[src/rtl/sprite_mover.sv]
// sprite_mover: steps one rectangular sprite across the playfield, erasing and
// redrawing it pixel by pixel. Define SPRITE_MOVER_WRAP_EN to wrap at the borders instead of clamping.
module sprite_mover #(
  parameter int unsigned SPRITE_W        = 4,
  parameter int unsigned SPRITE_H        = 4,
  parameter int unsigned X_START         = 10,
  parameter int unsigned Y_START         = 58,
  parameter logic [2:0]  COLOUR          = 3'd2,
  parameter int unsigned CLKS_PER_FRAME  = 833334,
  parameter int unsigned FRAMES_PER_STEP = 15,
  parameter int unsigned STEP            = 1,
  parameter int unsigned SCREEN_W        = 160,
  parameter int unsigned SCREEN_H        = 120
) (
  input  logic       clock,
  input  logic       resetn,
  input  logic       enable,
  input  logic [1:0] dir,
  input  logic       ready,
  output logic       plot,
  output logic [7:0] x,
  output logic [6:0] y,
  output logic [2:0] colour,
  output logic       busy,
  output logic       done,
  output logic       edge_pulse  // boundary pulse; the word edge is reserved in SystemVerilog
);

  localparam int unsigned MAX_X = SCREEN_W - SPRITE_W;
  localparam int unsigned MAX_Y = SCREEN_H - SPRITE_H;
  localparam int unsigned COL_W = $clog2(SPRITE_W + 1);
  localparam int unsigned ROW_W = $clog2(SPRITE_H + 1);
  localparam int unsigned FRM_W = (CLKS_PER_FRAME > 1) ? $clog2(CLKS_PER_FRAME) : 1;
  localparam int unsigned STP_W = (FRAMES_PER_STEP > 1) ? $clog2(FRAMES_PER_STEP) : 1;

  // Landing position when a step goes past the max (OVER) or below zero (UNDER).
`ifdef SPRITE_MOVER_WRAP_EN
  localparam logic [7:0] X_OVER  = 8'd0;
  localparam logic [7:0] X_UNDER = 8'(MAX_X);
  localparam logic [6:0] Y_OVER  = 7'd0;
  localparam logic [6:0] Y_UNDER = 7'(MAX_Y);
`else
  localparam logic [7:0] X_OVER  = 8'(MAX_X);
  localparam logic [7:0] X_UNDER = 8'd0;
  localparam logic [6:0] Y_OVER  = 7'(MAX_Y);
  localparam logic [6:0] Y_UNDER = 7'd0;
`endif

  typedef enum logic [2:0] {S_INIT, S_WAIT, S_ERASE, S_UPDATE, S_DRAW} state_t;

  state_t           state_q, state_d;
  logic [7:0]       pos_x_q, pos_x_d;
  logic [6:0]       pos_y_q, pos_y_d;
  logic [COL_W-1:0] col_q, col_d;
  logic [ROW_W-1:0] row_q, row_d;
  logic [FRM_W-1:0] frame_q, frame_d;
  logic [STP_W-1:0] steps_q, steps_d;
  logic             pending_q, pending_d;
  logic             plot_q, plot_d;
  logic [7:0]       x_q, x_d;
  logic [6:0]       y_q, y_d;
  logic [2:0]       colour_q, colour_d;
  logic             busy_q, busy_d;
  logic             done_q, done_d;
  logic             edge_q, edge_d;

  logic       tick, step, last_px, hit;
  logic [8:0] sum_x;
  logic [7:0] sum_y;
  logic [7:0] next_x;
  logic [6:0] next_y;

  // Frame and step timers; frozen while enable is low.
  always_comb begin
    frame_d = frame_q;
    steps_d = steps_q;
    tick    = 1'b0;
    step    = 1'b0;
    if (enable) begin
      if (frame_q == '0) begin
        frame_d = FRM_W'(CLKS_PER_FRAME - 1);
        tick    = 1'b1;
      end else begin
        frame_d = frame_q - FRM_W'(1);
      end
    end
    if (tick) begin
      if (steps_q == '0) begin
        steps_d = STP_W'(FRAMES_PER_STEP - 1);
        step    = 1'b1;
      end else begin
        steps_d = steps_q - STP_W'(1);
      end
    end
  end

  // Candidate position after one step; one extra bit exposes underflow.
  always_comb begin
    sum_x  = {1'b0, pos_x_q};
    sum_y  = {1'b0, pos_y_q};
    next_x = pos_x_q;
    next_y = pos_y_q;
    hit    = 1'b0;
    case (dir)
      2'b00: begin
        sum_x = {1'b0, pos_x_q} + 9'(STEP);
        if (sum_x > 9'(MAX_X)) begin
          next_x = X_OVER;
          hit    = 1'b1;
        end else begin
          next_x = sum_x[7:0];
        end
      end
      2'b01: begin
        sum_x = {1'b0, pos_x_q} - 9'(STEP);
        if (sum_x[8]) begin
          next_x = X_UNDER;
          hit    = 1'b1;
        end else begin
          next_x = sum_x[7:0];
        end
      end
      2'b10: begin
        sum_y = {1'b0, pos_y_q} + 8'(STEP);
        if (sum_y > 8'(MAX_Y)) begin
          next_y = Y_OVER;
          hit    = 1'b1;
        end else begin
          next_y = sum_y[6:0];
        end
      end
      default: begin
        sum_y = {1'b0, pos_y_q} - 8'(STEP);
        if (sum_y[7]) begin
          next_y = Y_UNDER;
          hit    = 1'b1;
        end else begin
          next_y = sum_y[6:0];
        end
      end
    endcase
  end

  // Sequencer: pixel scan, position update and registered output values.
  always_comb begin
    state_d = state_q;
    pos_x_d = pos_x_q;
    pos_y_d = pos_y_q;
    col_d   = col_q;
    row_d   = row_q;
    done_d  = 1'b0;
    edge_d  = 1'b0;
    last_px = (col_q == COL_W'(SPRITE_W - 1)) && (row_q == ROW_W'(SPRITE_H - 1));
    case (state_q)
      S_INIT:   state_d = S_DRAW;
      S_WAIT:   if (pending_q) state_d = S_ERASE;
      S_UPDATE: state_d = S_DRAW;
      S_ERASE, S_DRAW: begin
        if (plot_q && ready) begin
          if (last_px) begin
            col_d = '0;
            row_d = '0;
            if (state_q == S_ERASE) begin
              state_d = S_UPDATE;
              pos_x_d = next_x;
              pos_y_d = next_y;
              edge_d  = hit;
            end else begin
              state_d = S_WAIT;
              done_d  = 1'b1;
            end
          end else if (col_q == COL_W'(SPRITE_W - 1)) begin
            col_d = '0;
            row_d = row_q + ROW_W'(1);
          end else begin
            col_d = col_q + COL_W'(1);
          end
        end
      end
      default:  state_d = S_INIT;
    endcase
    // A new step request beats the clear on ERASE entry.
    if (step) begin
      pending_d = 1'b1;
    end else if (state_q == S_WAIT && pending_q) begin
      pending_d = 1'b0;
    end else begin
      pending_d = pending_q;
    end
    plot_d   = (state_d == S_ERASE) || (state_d == S_DRAW);
    busy_d   = (state_d == S_ERASE) || (state_d == S_UPDATE) || (state_d == S_DRAW);
    colour_d = (state_d == S_DRAW) ? COLOUR : 3'd0;
    x_d      = pos_x_d + 8'(col_d);
    y_d      = pos_y_d + 7'(row_d);
  end

  always_ff @(posedge clock) begin
    if (!resetn) begin
      state_q   <= S_INIT;
      pos_x_q   <= 8'(X_START);
      pos_y_q   <= 7'(Y_START);
      col_q     <= '0;
      row_q     <= '0;
      frame_q   <= FRM_W'(CLKS_PER_FRAME - 1);
      steps_q   <= STP_W'(FRAMES_PER_STEP - 1);
      pending_q <= 1'b0;
      plot_q    <= 1'b0;
      x_q       <= 8'(X_START);
      y_q       <= 7'(Y_START);
      colour_q  <= 3'd0;
      busy_q    <= 1'b0;
      done_q    <= 1'b0;
      edge_q    <= 1'b0;
    end else begin
      state_q   <= state_d;
      pos_x_q   <= pos_x_d;
      pos_y_q   <= pos_y_d;
      col_q     <= col_d;
      row_q     <= row_d;
      frame_q   <= frame_d;
      steps_q   <= steps_d;
      pending_q <= pending_d;
      plot_q    <= plot_d;
      x_q       <= x_d;
      y_q       <= y_d;
      colour_q  <= colour_d;
      busy_q    <= busy_d;
      done_q    <= done_d;
      edge_q    <= edge_d;
    end
  end

  assign plot       = plot_q;
  assign x          = x_q;
  assign y          = y_q;
  assign colour     = colour_q;
  assign busy       = busy_q;
  assign done       = done_q;
  assign edge_pulse = edge_q;

endmodule

[config.mk]
export PLATFORM = sky130hd
export DESIGN_NAME = sprite_mover
export DESIGN_NICKNAME = d
export VERILOG_FILES = /design/src/rtl/sprite_mover.sv
export SDC_FILE = /design/constraint.sdc
export NUM_CORES = 1
export LEC_CHECK = 0
export CAP_MARGIN = 15
export CORE_MARGIN = 8
export CORE_UTILIZATION = 45
export DETAILED_ROUTE_END_ITERATION = 8
export PLACE_DENSITY = 0.67
export REMOVE_ABC_BUFFERS = 1
export SYNTH_ARGS = -nofsm -noshare
export SYNTH_HDL_FRONTEND = slang
export SYNTH_SLANG_ARGS = --single-unit
[constraint.sdc]
create_clock -name clock -period 4.3 [get_ports clock]
set_input_delay 1.29 -clock clock [delete_from_list [all_inputs] [get_ports clock]]
set_output_delay 1.29 -clock clock [all_outputs]
set_load 0.005 [all_outputs]
==> results_dict.tcl <==
set metrics [dict create \
    setup_viol 0 \
    synth.area.top_cells "dfxtp_1 (34%), xnor2_1 (5.7%), ha_1 (5.6%), nand2_1 (5.1%), nor2_1 (3.9%)" \
    path_class "primary input to flip-flop" \
    synth.avg_cell_area_sq_um 8.232 \
    multi_input_area_sq_um 2420 \
    die_w_um 110.4 \
    cts_setup_buffers 0 \
    hp-class "flip-flop to flip-flop" \
    whs_ns 0.4673 \
    finalHoldViolations 0 \
    synthArstFlopShare_pct 0 \
    areaGrowthSynthToFinish_pct 15.01 \
    maxCapViolations 0 \
    power_mw 1.166 \
    place_congestion 0.9192 \
    relSlewSlack_pct 51.45 \
    max_stage_delay_ns 0.51 \
    cts_root_buf "clkbuf_8" \
    wl_per_cell_um 14.81 \
    crit_arrival_ns 4.21 \
    critical_path_peak_fanout 3 \
    dr.pass1.iters 5 \
    dieArea_sq_um 12180 \
    htreeDepth 3 \
    crit_path_frequent_cell "nand2_1" \
    slew_viol_final 0 \
    initial_core_util_pct 46.19 \
    synth_top_area_share_pct 34.46 \
    clock_sinks 69 \
    netlist-cell-type-count 71 \
    cts_buffers 9 \
    worst-slew-pin-transition_ns 0.7215 \
    syn_area_sq_um 4009 \
    outcome "finished, final reports clean" \
    num_rows 34 \
    register_area_sq_um 1381 \
    max_freq_mhz 250.0 \
    clock_latency_ns 0.34 \
    vias_per_cell 5.633 \
    fill_cells 856 \
    cp-end-kind "flip-flop" \
    crit_family "compound AO/OA/AOI/OAI gates" \
    antennaDiodeCount 0 \
    grt_use_total_pct 16.39 \
    clockBufferDepth 2 \
    postCtsHoldBufs 0 \
    peakVddDrop_mv 0.1976 \
    grt_max_degree 32 \
    ys_warn_count 0 \
    cts_tree "built" \
    fin_crit_sh_pct 93.02 \
    dp_hpwl_um 6839 \
    drc 0 \
    fin_nets 546 \
    ctsResizeCount 0 \
    critical-path-slowest-cell "clkdlybuf4s50_1" \
    fin_util_pct 53.13 \
    synth-edff-count 0 \
    worst-path-buf-inv 1 \
    ys_ff_latch 69 \
    min_period_ns 4.000 \
    synth_ff_type "dfxtp_1" \
    antenna_found_initial 0 \
    pin_count 28 \
    cp-start-kind "primary input" \
    grt_pass1_wl_um 16060 \
    portBuffers 25 \
    clock_skew_ns 0.009788 \
    placedCellCount 617 \
    via_count 3560 \
    core-area_sq_um 8678 \
    setup-tns-final_ns 0 \
    fin_cells 632 \
    clk_pin_slew_ns 0.08 \
    ys_seq_area_share_pct 34.46 \
    crit_chain "clkdlybuf4s50_1 -> nand2_1 -> nor4_1 -> nand2_1 -> a211oi_1 -> o22ai_1 -> ha_1 -> a21o_1 -> a21oi_1 -> nor3_1 -> o41ai_1 -> o21bai_1 -> xor2_1 -> nor2_1" \
    final_layout_size_suffix_gt1_share_pct 9.351 \
    yosysTopAreaCell "dfxtp_1" \
    grt_overflow 0 \
    required_ns 4.51 \
    grt_setup_unrepaired "no" \
    syn_inst 487 \
    p_leak_nw 1.801 \
    first_global_vias 3370 \
    drt_iter0_drc 213 \
    die-height_um 110.4 \
    p_per_area_nw_per_um2 253.0 \
    finalWirelength_um 9358 \
    ant_nets 0 \
]
[cells in the mapped netlist (3+ instances only)]
cell	instances
a21oi_1	20
o211ai_1	4
xnor2_1	26
xor2_1	8
mux2_2	3
a211oi_1	4
dfxtp_1	69
nand3b_1	4
nand4_1	6
nand2b_1	9
nor3b_1	7
nand2_1	54
nor2_1	42
a31oi_1	4
o21ai_0	15
o31ai_1	4
o21a_1	4
clkbuf_1	21
mux2i_1	3
a21o_1	7
and3_1	8
or3_1	5
nor2b_1	6
and2_1	15
nand4b_1	3
nor4b_1	3
nor4_1	7
a221oi_1	3
inv_1	22
and4_1	3
nor3_1	18
nand3_1	12
ha_1	18
a22oi_1	3
[cells by family (layout without fill, tap and decap cells)]
| family | Yosys count | in the layout | synth area share (%) |
|---|---|---|---|
| xor gates and xnor gates | 34 | 34 | 7.428 |
| DFF | 69 | 69 | 34.46 |
| and+or+nand+nor | 214 | 214 | 28.71 |
| AOI/OAI and AO/OA | 93 | 93 | 15.82 |
| buffers and inverters | 50 | 86 | 5.274 |
| adders and majority gates | 20 | 20 | 6.617 |
| muxes | 6 | 6 | 1.592 |
| other | 1 | 2 | 0.09354 |
[per-stage QoR]
| stage | instance area [sq um] | worst slack (ns) |
|---|---|---|
| 2_1_floorplan | 3887 | 0.4954 |
| 3_3_place_gp | 4446 | 0.1556 |
| 6_report | 4611 | 0.3001 |
| 5_1_grt | 4611 | 0.06132 |
| 3_5_place_dp | 4446 | 0.02579 |
| 4_1_cts | 4611 | 0.3756 |
[power by group]
| part | switching, mW | internal (mW) | total, mW |
|---|---|---|---|
| sequential | 0.00511 | 0.645 | 0.650 |
| combinational | 0.0356 | 0.0263 | 0.0619 |
| clock | 0.250 | 0.204 | 0.454 |
| total | 0.291 | 0.876 | 1.17 |
[worst paths after layout]
check	start	depth (start not counted)	end	slack (ns)
min	frame_q[3]$_SDFFE_PN0P_	2	frame_q[3]$_SDFFE_PN0P_	0.47
max reg2reg	pos_y_q[0]$_SDFF_PN0_	15	y[4]$_SDFF_PN1_	0.51
min reg2reg	frame_q[3]$_SDFFE_PN0P_	2	frame_q[3]$_SDFFE_PN0P_	0.47
max	ready	14	x[5]$_SDFF_PN0_	0.30
[state kept, by name, indices dropped and copies added, names as in the netlist, 3 cells and up]
register and cells:
steps_q 4, col_q 3, y 7, x 8
pos_x_q 8, state_q 3, frame_q 20, row_q 3
pos_y_q 7
[worst reg2reg max path, stage by stage, from the launching register on]
cell and delay (ns):
dfxtp_1 0.57, ha_1 0.36, o2bb2ai_1 0.11, a32oi_1 0.35
a21oi_1 0.12, o21ai_0 0.34, o21ai_0 0.21, o31ai_1 0.37
ha_1 0.24, inv_1 0.05, fa_1 0.39, inv_1 0.08
a21o_1 0.13, nor2b_1 0.16, xnor2_1 0.13, nand2_1 0.07
[layout make-up]
cell class / instances / share of cell area, %
Clock inverter: 6 / 0.8955
Tap cell: 108 / 2.931
Clock buffer: 9 / 2.687
Inverter: 23 / 1.872
Multi-Input combinational cell: 369 / 52.48
Timing Repair Buffer: 48 / 9.172
Sequential cell: 69 / 29.96
[cell usage in the layout, fill, tap and decap left out, types with 3 or more instances in the layout]
cell type        count
a221oi_1             3
nand2b_1             9
nor2b_1              6
xnor2_1             26
a31oi_1              4
nor4_1               7
nor3b_1              7
a22oi_1              3
a21oi_1             20
o21a_1               4
nor2_1              42
inv_1               22
and3_1               8
mux2i_1              3
nand3_1             12
nand4_1              6
nand3b_1             4
buf_4               23
clkbuf_8             9
dfxtp_1             69
clkdlybuf4s50_1     25
nand4b_1             3
o31ai_1              4
xor2_1               8
o21ai_0             15
a211oi_1             4
clkinvlp_4           3
nand2_1             54
o211ai_1             4
nor3_1              18
or3_1                5
mux2_2               3
and2_1              15
a21o_1               7
nor4b_1              3
ha_1                18
and4_1               3
[per-layer routing]
layer | vias to the layer above | global-route usage (%) | part of all wire (%)
li1 | 1778 | - | -
met1 | 1656 | 22.31 | 47
met2 | 111 | 24.98 | 45
met3 | 15 | 3.547 | 6.1
met4 | 0 | 5.709 | 1.7
met5 | - | 0 | 0
(Power assumes the default switching activity.)
